[src/rtl/mp_alu_seq.sv]
// mp_alu_seq: multi-precision sequencer that drives a combinational byte ALU.
// It turns one NBYTES-wide ADD/SUB/LSL/LSR into a sequence of byte operations,
// collects each ALU result byte and reports the full-width result with flags.
// Optional feature: define MP_CARRY_IN_EN to add the carry_i port (initial
// carry/borrow/shift-in bit captured at start).
module mp_alu_seq #(
  parameter int unsigned NBYTES = 4,
  parameter int unsigned CW     = $clog2(NBYTES)
) (
  input  logic                  clk,
  input  logic                  reset_n,
  input  logic                  start_i,
  input  logic [1:0]            op_sel_i,
  input  logic [8*NBYTES-1:0]   a_i,
  input  logic [8*NBYTES-1:0]   b_i,
`ifdef MP_CARRY_IN_EN
  input  logic                  carry_i,
`endif
  output logic [7:0]            alu_rs_o,
  output logic [7:0]            alu_rt_o,
  output logic [8:0]            alu_op_o,
  input  logic [7:0]            alu_result_i,
  output logic                  busy_o,
  output logic                  done_o,
  output logic [8*NBYTES-1:0]   result_o,
  output logic                  carry_o,
  output logic                  neg_o,
  output logic                  zero_o
);

  localparam int unsigned W = 8 * NBYTES;
  localparam logic [CW-1:0] LAST = CW'(NBYTES - 1);

  // ALU opcodes: encoding lives in bits [8:1], bit 0 always 0
  localparam logic [8:0] OP_NOP  = 9'h000;
  localparam logic [8:0] OP_ADD  = 9'h002;
  localparam logic [8:0] OP_SUB  = 9'h006;
  localparam logic [8:0] OP_LSLC = 9'h00C;
  localparam logic [8:0] OP_LSRC = 9'h01C;

  localparam logic [1:0] SEL_ADD = 2'b00;
  localparam logic [1:0] SEL_SUB = 2'b01;
  localparam logic [1:0] SEL_LSL = 2'b10;
  localparam logic [1:0] SEL_LSR = 2'b11;

  typedef enum logic [1:0] {
    ST_IDLE  = 2'd0,
    ST_ISSUE = 2'd1,
    ST_FIXUP = 2'd2,
    ST_DONE  = 2'd3
  } state_t;

  typedef logic [NBYTES-1:0][7:0] bytes_t;

  // Unsigned carry out of a byte add, derived from operand and result MSBs
  function automatic logic add_carry(input logic a7, input logic b7, input logic r7);
    return (a7 & b7) | ((a7 | b7) & ~r7);
  endfunction

  // Borrow out of a byte subtract, derived from operand and result MSBs
  function automatic logic sub_borrow(input logic a7, input logic b7, input logic r7);
    return (~a7 & b7) | ((~a7 | b7) & r7);
  endfunction

  function automatic logic [8:0] sel_to_op(input logic [1:0] sel);
    logic [8:0] op;
    case (sel)
      SEL_ADD: op = OP_ADD;
      SEL_SUB: op = OP_SUB;
      SEL_LSL: op = OP_LSLC;
      default: op = OP_LSRC;
    endcase
    return op;
  endfunction

  logic carry_init;
`ifdef MP_CARRY_IN_EN
  assign carry_init = carry_i;
`else
  assign carry_init = 1'b0;
`endif

  state_t       state_q, state_n;
  bytes_t       a_q, a_n;
  bytes_t       b_q, b_n;
  bytes_t       r_q, r_n;
  logic [1:0]   sel_q, sel_n;
  logic [CW-1:0] idx_q, idx_n;
  logic         cy_q, cy_n;
  logic         icy_q, icy_n;

  logic [7:0]   rs_n, rt_n;
  logic [8:0]   op_n;
  logic         busy_n, done_n;
  logic [W-1:0] result_n;
  logic         carry_n, neg_n, zero_n;

  logic         byte_cy;
  logic         go_issue;
  logic         go_done;

  // State, datapath and registered outputs
  always_ff @(posedge clk or negedge reset_n) begin
    if (!reset_n) begin
      state_q  <= ST_IDLE;
      a_q      <= '0;
      b_q      <= '0;
      r_q      <= '0;
      sel_q    <= 2'b00;
      idx_q    <= '0;
      cy_q     <= 1'b0;
      icy_q    <= 1'b0;
      alu_rs_o <= 8'h00;
      alu_rt_o <= 8'h00;
      alu_op_o <= OP_NOP;
      busy_o   <= 1'b0;
      done_o   <= 1'b0;
      result_o <= '0;
      carry_o  <= 1'b0;
      neg_o    <= 1'b0;
      zero_o   <= 1'b0;
    end else begin
      state_q  <= state_n;
      a_q      <= a_n;
      b_q      <= b_n;
      r_q      <= r_n;
      sel_q    <= sel_n;
      idx_q    <= idx_n;
      cy_q     <= cy_n;
      icy_q    <= icy_n;
      alu_rs_o <= rs_n;
      alu_rt_o <= rt_n;
      alu_op_o <= op_n;
      busy_o   <= busy_n;
      done_o   <= done_n;
      result_o <= result_n;
      carry_o  <= carry_n;
      neg_o    <= neg_n;
      zero_o   <= zero_n;
    end
  end

  // Next state, datapath updates and next ALU drive for the following cycle
  always_comb begin
    state_n  = state_q;
    a_n      = a_q;
    b_n      = b_q;
    r_n      = r_q;
    sel_n    = sel_q;
    idx_n    = idx_q;
    cy_n     = cy_q;
    icy_n    = icy_q;
    rs_n     = 8'h00;
    rt_n     = 8'h00;
    op_n     = OP_NOP;
    busy_n   = busy_o;
    done_n   = 1'b0;
    result_n = result_o;
    carry_n  = carry_o;
    neg_n    = neg_o;
    zero_n   = zero_o;
    byte_cy  = 1'b0;
    go_issue = 1'b0;
    go_done  = 1'b0;

    case (state_q)
      ST_IDLE: begin
        busy_n = 1'b0;
        if (start_i) begin
          a_n      = a_i;
          b_n      = b_i;
          sel_n    = op_sel_i;
          cy_n     = carry_init;
          icy_n    = 1'b0;
          idx_n    = (op_sel_i == SEL_LSR) ? LAST : '0;
          busy_n   = 1'b1;
          go_issue = 1'b1;
        end
      end

      ST_ISSUE: begin
        r_n[idx_q] = alu_result_i;
        if (!sel_q[1]) begin
          // ADD/SUB: carry comes from the byte MSBs, not the ALU flag
          byte_cy = sel_q[0] ? sub_borrow(a_q[idx_q][7], b_q[idx_q][7], alu_result_i[7])
                             : add_carry(a_q[idx_q][7], b_q[idx_q][7], alu_result_i[7]);
          if (cy_q) begin
            icy_n   = byte_cy;
            state_n = ST_FIXUP;
            rs_n    = alu_result_i;
            rt_n    = 8'h01;
            op_n    = alu_op_o;
          end else begin
            cy_n = byte_cy;
            if (idx_q == LAST) begin
              go_done = 1'b1;
            end else begin
              idx_n    = idx_q + CW'(1);
              go_issue = 1'b1;
            end
          end
        end else if (sel_q == SEL_LSL) begin
          cy_n = a_q[idx_q][7];
          if (idx_q == LAST) begin
            go_done = 1'b1;
          end else begin
            idx_n    = idx_q + CW'(1);
            go_issue = 1'b1;
          end
        end else begin
          cy_n = a_q[idx_q][0];
          if (idx_q == '0) begin
            go_done = 1'b1;
          end else begin
            idx_n    = idx_q - CW'(1);
            go_issue = 1'b1;
          end
        end
      end

      ST_FIXUP: begin
        // Apply the incoming carry/borrow as +/-1 on the partial byte
        r_n[idx_q] = alu_result_i;
        byte_cy = sel_q[0] ? sub_borrow(alu_rs_o[7], 1'b0, alu_result_i[7])
                           : add_carry(alu_rs_o[7], 1'b0, alu_result_i[7]);
        cy_n = icy_q | byte_cy;
        if (idx_q == LAST) begin
          go_done = 1'b1;
        end else begin
          idx_n    = idx_q + CW'(1);
          go_issue = 1'b1;
        end
      end

      ST_DONE: begin
        state_n = ST_IDLE;
        busy_n  = 1'b0;
      end

      default: begin
        state_n = ST_IDLE;
        busy_n  = 1'b0;
      end
    endcase

    if (go_issue) begin
      state_n = ST_ISSUE;
      rs_n    = a_n[idx_n];
      rt_n    = sel_n[1] ? {7'b0, cy_n} : b_n[idx_n];
      op_n    = sel_to_op(sel_n);
    end

    if (go_done) begin
      state_n  = ST_DONE;
      done_n   = 1'b1;
      result_n = r_n;
      carry_n  = cy_n;
      neg_n    = r_n[NBYTES-1][7];
      zero_n   = (r_n == '0);
    end
  end

endmodule

[config.mk]
export PLATFORM = sky130hd
export DESIGN_NAME = mp_alu_seq
export DESIGN_NICKNAME = d
export VERILOG_FILES = /design/src/rtl/mp_alu_seq.sv
export SDC_FILE = /design/constraint.sdc
export NUM_CORES = 1
export LEC_CHECK = 0
export ABC_AREA = 1
export CAP_MARGIN = 15
export CELL_PAD_IN_SITES_DETAIL_PLACEMENT = 0
export CELL_PAD_IN_SITES_GLOBAL_PLACEMENT = 1
export CORE_UTILIZATION = 35
export DETAILED_ROUTE_END_ITERATION = 7
export PLACE_DENSITY = 0.84
export RECOVER_POWER = 100
export SYNTH_ARGS = -nofsm -noshare
export SYNTH_HDL_FRONTEND = slang
export SYNTH_SLANG_ARGS = --single-unit
[constraint.sdc]
create_clock -name clk -period 1.9 [get_ports clk]
set_clock_uncertainty 0.1 [all_clocks]
set_input_delay 0.38 -clock clk [delete_from_list [all_inputs] [get_ports clk]]
set_output_delay 0.38 -clock clk [all_outputs]
set_load 0.1 [all_outputs]
==> impl_metrics.json <==
{
  "synth_area_leader_cell": "dfrtp_1",
  "ios": 139,
  "start_util_pct": 36.1,
  "drive_above_1_share_pct": 40.0,
  "hold_violations": 0,
  "synth-seq-area-share_pct": 56.4,
  "cp-end-kind": "flop",
  "area_growth_pct": 66.4,
  "final_common_cell": "nand2_1",
  "dp_hpwl_um": 14500,
  "fin_ws_ps": -284,
  "grt.total_usage_pct": 20.5,
  "synthTopCellsByArea": "dfrtp_1 (56%), nand2_1 (11%), mux2_2 (5.7%)",
  "synth_edf_count": 0,
  "critical_path_required_ps": 2090,
  "setup_viol": 48,
  "via_count": 6400,
  "path_clk_slew_ps": 60,
  "violations": "setup timing",
  "syn_area_um2": 7100,
  "wl_met3_um": 946,
  "netlist-cell-type-count": 36,
  "fin_crit_ps": 2180,
  "drc": 0,
  "gp_congestion": 0.845,
  "arrival_ps": 2380,
  "drt_iter0_markers": 433,
  "fmaxAchievable_ghz": 0.458,
  "rows": 51,
  "cts_buffers": 17,
  "wl_met1_um": 9860,
  "worst-slew-pin-transition_ps": 879,
  "die-area_um2": 20900,
  "slew_headroom_pct": 41.4,
  "finalCritPeriodShare_pct": 115,
  "final_cell_mix": "nand2_1 (158), dfrtp_1 (157), buf_4 (118)",
  "cts_max_level": 4,
  "rsz0062_at_grt": "true",
  "worstHoldPathType": "reg2reg",
  "diodes": 0,
  "antenna_left": 0,
  "top_layer": "met4",
  "core_area_um2": 19700,
  "gr-total-overflow": 0,
  "die_h_um": 144,
  "routed_wl_um": 22200,
  "grt_pass1_vias": 6132,
  "yosys_warnings": 0,
  "slew_violations": 0,
  "grt_pass1_wl_um": 32100,
  "fin_util_pct": 60.1,
  "cts.sinks": 160,
  "maxCapViolCount": 0,
  "syn_inst": 774,
  "port_buffers": 133,
  "antenna_found_initial": 0,
  "synth-seq-cells": 160,
  "startpoint_type": "flop",
  "dr.pass1.iters": 5,
  "routedWlPerCell_um": 16.5,
  "cts_root_buffer": "clkbuf_16",
  "cts_tree": "yes",
  "avgSynthCellArea_um2": 9.17,
  "grt_max_degree": 40,
  "wl_met2_um": 10900,
  "async_flop_share_pct": 100,
  "status": "finished, violations left",
  "clock_latency_ps": 430,
  "worstPathMaxFanout": 8,
  "cts_buffer_depth": 2,
  "die_w_um": 144,
  "viasPerCell": 4.77,
  "synth_ff_type": "dfrtp_1",
  "nets": 1145,
  "path_class": "reg2reg",
  "synth_top_area_share_pct": 56.4
}
## per-stage QoR
step / hold WS, ps / setup WS (ps) / cells / TNS, ps / instance area [µm²]
2_1_floorplan: -15.6 / -7.70 / 778 / -7.70 / 7150
3_3_place_gp: 198 / -446 / 1263 / -12360 / 10200
3_5_place_dp: 201 / -477 / 1263 / -14940 / 10200
4_1_cts: 319 / -191 / 1317 / -2910 / 11200
5_1_grt: 410 / -358 / 1342 / -9150 / 11800
6_report: 384 / -284 / 1342 / -4650 / 11800
## what timing repair did
item	in CTS	in global routing
gates cloned	3	7
hold buffers	1	0
endpoints found under the hold margin	27	0
setup endpoints to repair	56	60
pin swaps	16	54
gates resized for setup	72	168
buffers inserted	18	20
## cells by family (layout without fill, tap and decap cells)
family | count (synthesis) | after routing | share of synthesized area [%]
AND/OR/NAND/NOR | 304 | 304 | 18.1
flip-flops | 160 | 160 | 56.4
buffers and inverters | 134 | 433 | 8.25
AO/OA/AOI/OAI | 125 | 125 | 9.37
multiplexers | 46 | 46 | 7.12
adder cells (fa/ha/maj) | 4 | 4 | 0.705
other | 1 | 5 | 0.0528
## final cells by class
type,count,area [µm²]
Fill cell,1597,7840
Sequential cell,160,4010
Timing Repair Buffer,302,3390
Multi-Input combinational cell,484,3080
Clock buffer,22,464
Inverter,98,402
Tap cell,265,332
Clock inverter,10,135
Timing Repair inverter,1,6.26
## flip-flops by register name, summed over array words and instances, names as in the netlist, 2 cells and up
| signal | flops |
|---|---|
| alu_op_o | 4 |
| result_o | 32 |
| state_q | 2 |
| alu_rt_o | 8 |
| alu_rs_o | 8 |
| r_q | 32 |
| a_q | 32 |
| sel_q | 2 |
| b_q | 32 |
| idx_q | 2 |
## cells in the mapped netlist (3+ instances only)
| master | number |
|---|---|
| o21ai_1 | 11 |
| buf_6 | 4 |
| nor2_1 | 18 |
| buf_4 | 8 |
| nand2_1 | 215 |
| mux2i_1 | 10 |
| inv_2 | 4 |
| nand2_2 | 3 |
| ha_1 | 4 |
| o31ai_1 | 3 |
| o21ai_0 | 76 |
| clkbuf_1 | 7 |
| mux2_2 | 36 |
| a21oi_1 | 24 |
| or2_2 | 4 |
| nor3_1 | 6 |
| o211ai_1 | 6 |
| dfrtp_1 | 160 |
| inv_1 | 92 |
| buf_2 | 17 |
| nand3_1 | 47 |
## critical path: stages (launching register included)
cell and delay [ps]:
dfrtp_1 390, buf_4 150, buf_4 140, ha_4 180, a31oi_2 190, nand2_2 110, a21boi_4 180, buf_12 140
buf_12 130, a21oi_1 60, o21ai_1 140, a21oi_1 120
## metal layers
layer  GRT usage [%]  up-vias
li1                -     3057
met4            6.93        0
met3            4.04       28
met2            33.7      155
met5               0        -
met1            26.8     3160
## final timing paths
path                               endpoint  slack (ps)       start  cells past startpoint
worst max-delay path            alu_rt_o[1]        -280  state_q[0]                     11
worst min-delay path                b_q[29]         380     b_q[29]                      2
worst max register to register  alu_rt_o[1]        -280  state_q[0]                     11
worst min register to register      b_q[29]         380     b_q[29]                      2
max in group asynchronous          idx_q[0]         220     reset_n                      3
min in group asynchronous           b_q[14]         510     reset_n                      2
Power is not shown: default switching activity piles up to over one toggle a cycle in this logic, so the estimate is an artifact.
